<file path="src/rtl/regfile_sb.sv">
// regfile_sb: parametrised register file with two read ports, two write (retire) lanes,
// optional write-to-read bypass and a per-register pending scoreboard used by the
// hazard/stall unit. Lane 1 is the younger lane and wins same-address collisions.
module regfile_sb #(
    parameter int unsigned DATA_W   = 8,
    parameter int unsigned ADDR_W   = 3,
    parameter bit          ZERO_REG = 1'b1,
    parameter bit          BYPASS   = 1'b1
) (
    input  logic              clk,
    input  logic              rstn,
    input  logic [ADDR_W-1:0] ra1,
    input  logic [ADDR_W-1:0] ra2,
    output logic [DATA_W-1:0] rd1,
    output logic [DATA_W-1:0] rd2,
    input  logic              we0,
    input  logic [ADDR_W-1:0] wa0,
    input  logic [DATA_W-1:0] wd0,
    input  logic              we1,
    input  logic [ADDR_W-1:0] wa1,
    input  logic [DATA_W-1:0] wd1,
    input  logic              sb_set,
    input  logic [ADDR_W-1:0] sb_addr,
    input  logic              flush,
    output logic              busy1,
    output logic              busy2,
    output logic [ADDR_W:0]   pend_cnt
);

    localparam int unsigned DEPTH = 2 ** ADDR_W;
    localparam int unsigned CNT_W = ADDR_W + 1;

    logic [DATA_W-1:0] mem_q [DEPTH];
    logic [DEPTH-1:0]  pend_q, pend_d;
    logic [DEPTH-1:0]  set_vec, clr_vec;
    logic [CNT_W-1:0]  cnt_q, cnt_d;

    logic wr0_en, wr1_en;
    logic hit1, hit2;

    // Register 0 is hardwired to zero when ZERO_REG is set, so its writes are dropped.
    assign wr0_en = we0 && !(ZERO_REG && (wa0 == '0));
    assign wr1_en = we1 && !(ZERO_REG && (wa1 == '0));

    // A retiring write that targets a read address this cycle.
    assign hit1 = (we0 && (wa0 == ra1)) || (we1 && (wa1 == ra1));
    assign hit2 = (we0 && (wa0 == ra2)) || (we1 && (wa1 == ra2));

    // Storage: both lanes commit on the edge; lane 1 overrides lane 0 on a collision.
    always_ff @(posedge clk or negedge rstn) begin
        if (!rstn) begin
            for (int unsigned i = 0; i < DEPTH; i++) begin
                mem_q[i] <= '0;
            end
        end else begin
            for (int unsigned i = 0; i < DEPTH; i++) begin
                if (wr1_en && (wa1 == ADDR_W'(i))) begin
                    mem_q[i] <= wd1;
                end else if (wr0_en && (wa0 == ADDR_W'(i))) begin
                    mem_q[i] <= wd0;
                end
            end
        end
    end

    // Read port 1: stored value, optionally overridden by same-cycle writes (lane 1 first).
    always_comb begin
        rd1 = mem_q[ra1];
        if (BYPASS) begin
            if (we0 && (wa0 == ra1)) begin
                rd1 = wd0;
            end
            if (we1 && (wa1 == ra1)) begin
                rd1 = wd1;
            end
        end
        if (ZERO_REG && (ra1 == '0)) begin
            rd1 = '0;
        end
        // Bypassed write data must not leak out while reset is held.
        if (!rstn) begin
            rd1 = '0;
        end
    end

    // Read port 2: same selection as port 1.
    always_comb begin
        rd2 = mem_q[ra2];
        if (BYPASS) begin
            if (we0 && (wa0 == ra2)) begin
                rd2 = wd0;
            end
            if (we1 && (wa1 == ra2)) begin
                rd2 = wd1;
            end
        end
        if (ZERO_REG && (ra2 == '0)) begin
            rd2 = '0;
        end
        if (!rstn) begin
            rd2 = '0;
        end
    end

    // Busy flags: pending producer, unless its result is being forwarded this cycle.
    always_comb begin
        busy1 = pend_q[ra1];
        busy2 = pend_q[ra2];
        if (BYPASS && hit1) begin
            busy1 = 1'b0;
        end
        if (BYPASS && hit2) begin
            busy2 = 1'b0;
        end
        if (ZERO_REG && (ra1 == '0)) begin
            busy1 = 1'b0;
        end
        if (ZERO_REG && (ra2 == '0)) begin
            busy2 = 1'b0;
        end
        if (!rstn) begin
            busy1 = 1'b0;
            busy2 = 1'b0;
        end
    end

    // Per-register set (issue) and clear (retire) requests.
    always_comb begin
        set_vec = '0;
        clr_vec = '0;
        for (int unsigned i = 0; i < DEPTH; i++) begin
            if (sb_set && (sb_addr == ADDR_W'(i)) && !(ZERO_REG && (i == 0))) begin
                set_vec[i] = 1'b1;
            end
            if ((we0 && (wa0 == ADDR_W'(i))) || (we1 && (wa1 == ADDR_W'(i)))) begin
                clr_vec[i] = 1'b1;
            end
        end
    end

    // Scoreboard next state: flush beats everything, a new issue beats a retire-clear.
    always_comb begin
        pend_d = pend_q;
        if (flush) begin
            pend_d = '0;
        end else begin
            for (int unsigned i = 0; i < DEPTH; i++) begin
                if (set_vec[i]) begin
                    pend_d[i] = 1'b1;
                end else if (clr_vec[i]) begin
                    pend_d[i] = 1'b0;
                end
            end
        end
    end

    // Count tracks the post-update scoreboard, so it is registered alongside it.
    always_comb begin
        cnt_d = CNT_W'($countones(pend_d));
    end

    // Scoreboard and count registers.
    always_ff @(posedge clk or negedge rstn) begin
        if (!rstn) begin
            pend_q <= '0;
            cnt_q  <= '0;
        end else begin
            pend_q <= pend_d;
            cnt_q  <= cnt_d;
        end
    end

    assign pend_cnt = cnt_q;

endmodule

</file>
<file path="config.mk">
export PLATFORM = sky130hd
export DESIGN_NAME = regfile_sb
export DESIGN_NICKNAME = d
export VERILOG_FILES = /design/src/rtl/regfile_sb.sv
export SDC_FILE = /design/constraint.sdc
export NUM_CORES = 1
export LEC_CHECK = 0
export CAP_MARGIN = 20
export CORE_MARGIN = 4
export CORE_UTILIZATION = 55
export CTS_BUF_LIST = sky130_fd_sc_hd__clkbuf_2
export DETAILED_ROUTE_END_ITERATION = 6
export PLACE_DENSITY = 0.75
export SYNTH_ARGS = -nofsm -noshare
export SYNTH_HDL_FRONTEND = slang
export SYNTH_SLANG_ARGS = --single-unit
</file>
<file path="constraint.sdc">
create_clock -name clk -period 3.67 [get_ports clk]
set_input_delay 0.367 -clock clk [delete_from_list [all_inputs] [get_ports clk]]
set_output_delay 0.367 -clock clk [all_outputs]
set_load 0.005 [all_outputs]
</file>
==> metrics.yaml <==
run_status:
  status: "complete, no violations"
yosys:
  synth.largest_area_cell: "dfrtp_1"
  ys_types: 36
  ys_seq_area_share_pct: 35.3
  yosysWarnings: 0
  synthTopCellsByCount: "mux2i_1 (90), dfrtp_1 (76), nor2_1 (41)"
  synth-seq-cells: 76
  async_flop_share_pct: 100
  synth.net_count: 581
  synth_area_per_cell_um2: 10.0
  netlist_area_mm2: 0.00540
  synth_edf_count: 0
  post-synth-top-count-cell: "mux2i_1"
  synthFlopType: "dfrtp_1"
  synthTopCellsByArea: "dfrtp_1 (35%), mux2i_1 (17%), mux4_1 (9.7%)"
  synth.top_cell.area_share_pct: 35.3
  synthCells: 537
setup_path:
  reg2reg_depth: 11
  crit_fanout: 2
  cp_slowest_stage_delay_ns: 0.55
  r2r-end: "pend_cnt[1]"
  arrival_ns: 3.91
  startpoint_type: "primary input"
  endpoint: "pend_cnt[1]"
  path_cells: "clkdlybuf4s50_1, nor4bb_4, nor2_1, a22oi_1, nor2_1, fa_1, inv_1, fa_1, inv_1, fa_1, ha_1, inv_1, fa_1, inv_1"
  crit_type: "primary input to flop"
  r2r-start: "pend_q[1]"
  cp.required_ns: 4.10
  rrSetupSlack_ns: 0.45
  slowest_stage: "fa_1"
  crit_path_end_kind: "flop"
  cp-startpoint: "wa1[1]"
cts:
  insertion_delay_ns: 0.50
  cts_buffer_depth: 2
  post_cts_buffers: 0
  cts_tree: "built"
  numCtsBuffers: 9
  cts.sinks: 76
  cts-root-buf: "clkbuf_2"
  path_clk_slew_ns: 0.25
  htreeDepth: 3
timing:
  hold_viol_final: 0
  setup-tns-final_ns: 0
  grt_setup_unrepaired: "false"
  tightest_slew_ns: 0.958
  min_period_ns: 3.48
  fin_crit_sh_pct: 94.9
  finalSetupViolCount: 0
  fmax_mhz: 287
  whs_ns: 0.304
  slew_headroom_pct: 36.0
  fin_skew_ns: 0.00987
  report.final.slew_viol_count: 0
  fin_ws_ns: 0.187
global_routing:
  grt-ovfl-total: 0
  grt_use_total_pct: 27.1
  grt_max_degree: 45
  grt_pass1_wl_um: 23900
  antenna_found_initial: 0
  grt_pass1_vias: 4409
detailed_routing:
  drcViolationCount: 0
  ant_nets: 0
  post_drt_wl_per_cell_um: 21.4
  drt-initial-drc-count: 362
  dr.pass1.iters: 5
  drt-total-wl_um: 15200
  vias: 4455
  via_per_inst: 6.27
placement:
  dp_cells: 694
  dp_worst_setup_slack_ns: -0.398
  postPlaceCellArea_mm2: 0.00607
  io_buffers: 58
  post-dp-hpwl_um: 11000
  gp_congestion: 0.941
job:
  drv_cap: 0
finish:
  drive_gt1_share_pct: 12.6
  layout.cells.non_filler: 710
  fillers: 775
  fin_util_pct: 66.1
  diodes: 0
  final_nets: 621
  final_area_mm2: 0.00622
  area_growth_pct: 15.4
floorplanning:
  chipWidth_um: 107
  dieArea_mm2: 0.0115
  rows: 35
  initial_core_util_pct: 57.3
  ioPinCount: 59
  die_h_um: 107
  core_area_mm2: 0.00942
power:
  power_density_mw_per_mm2: 372
  max-vdd-ir-drop_v: 0.000202
  p_leak_nw: 2.75
  totalPowerFinal_mw: 2.31
min_path:
  hold_path.class: "primary input to async pin"
## worst max-delay path, delay by kind of cell
| kind | cells | cell delay [ns] |
|---|---|---|
| compound gates | 1 | 0.14 |
| simple gates | 3 | 0.50 |
| buf+inv | 5 | 0.67 |
| fa+ha+maj | 5 | 2.21 |
## metal layers
| layer | track usage [%] | share of wire (%) | up-vias |
|---|---|---|---|
| met5 | 0 | 0 | - |
| met4 | 8.40 | 1.6 | 0 |
| met3 | 3.61 | 7.7 | 23 |
| met2 | 44.2 | 47 | 208 |
| met1 | 37.8 | 43 | 2179 |
| li1 | - | - | 2045 |
## logic make-up (layout without fill, tap and decap cells)
kind of cell	Yosys count	after routing	synth area share, %
AO/OA/AOI/OAI	130	130	14.9
multiplexers	110	110	26.4
XOR/XNOR	13	13	2.11
AND/OR/NAND/NOR	122	122	11.4
flip-flops	76	76	35.3
buffers and inverters	79	123	7.75
adder cells (fa/ha/maj)	7	7	2.18
## layout make-up
type | count | area (µm²) | share of cell area (%)
Multi-Input combinational cell | 382 | 3120 | 50.1
Sequential cell | 76 | 1900 | 30.6
Timing Repair Buffer | 99 | 878 | 14.1
Tap cell | 129 | 161 | 2.59
Clock inverter | 6 | 87.6 | 1.41
Clock buffer | 9 | 45.0 | 0.724
Inverter | 9 | 33.8 | 0.543
## state kept, by name (all words and copies together) (netlist names)
register,count
mem_q,64
pend_q,8
pend_cnt,4
## how the worst min path moves through the flow
stage / from / endpoint / slack [ns] / cells past startpoint
after floorplan: rstn / mem_q[0] / 0.07 / 0
after global placement: rstn / mem_q[31] / 0.34 / 1
after detailed placement: rstn / mem_q[15] / 0.35 / 1
after CTS: rstn / mem_q[0] / 0.29 / 2
after global routing: rstn / mem_q[5] / 0.31 / 2
final: rstn / mem_q[5] / 0.30 / 2
## power breakdown
part	internal, mW	switching, mW	total, mW
logic	0.352	0.338	0.690
registers	0.979	0.104	1.08
clock network	0.225	0.317	0.542
## repair_timing
item | 4_1_cts | 5_1_grt
resized for setup | 0 | 1
hold buffers | 1 | 0
endpoints found under the hold margin | 32 | 0
setup endpoints to repair | 0 | 1
## layout by cell type (no fill, tap or decap), types with 9 or more instances in the layout
cell,count
a21oi_1,35
a22oi_1,12
a31oi_1,16
buf_4,41
clkbuf_2,9
clkdlybuf4s50_1,55
dfrtp_1,76
inv_1,9
mux2i_1,90
mux4_1,20
nand2_1,40
nand3_1,9
nor2_1,41
o211ai_1,16
o21ai_0,40
xnor2_1,13
No activity file was read; power rests on OpenSTA's default activity.
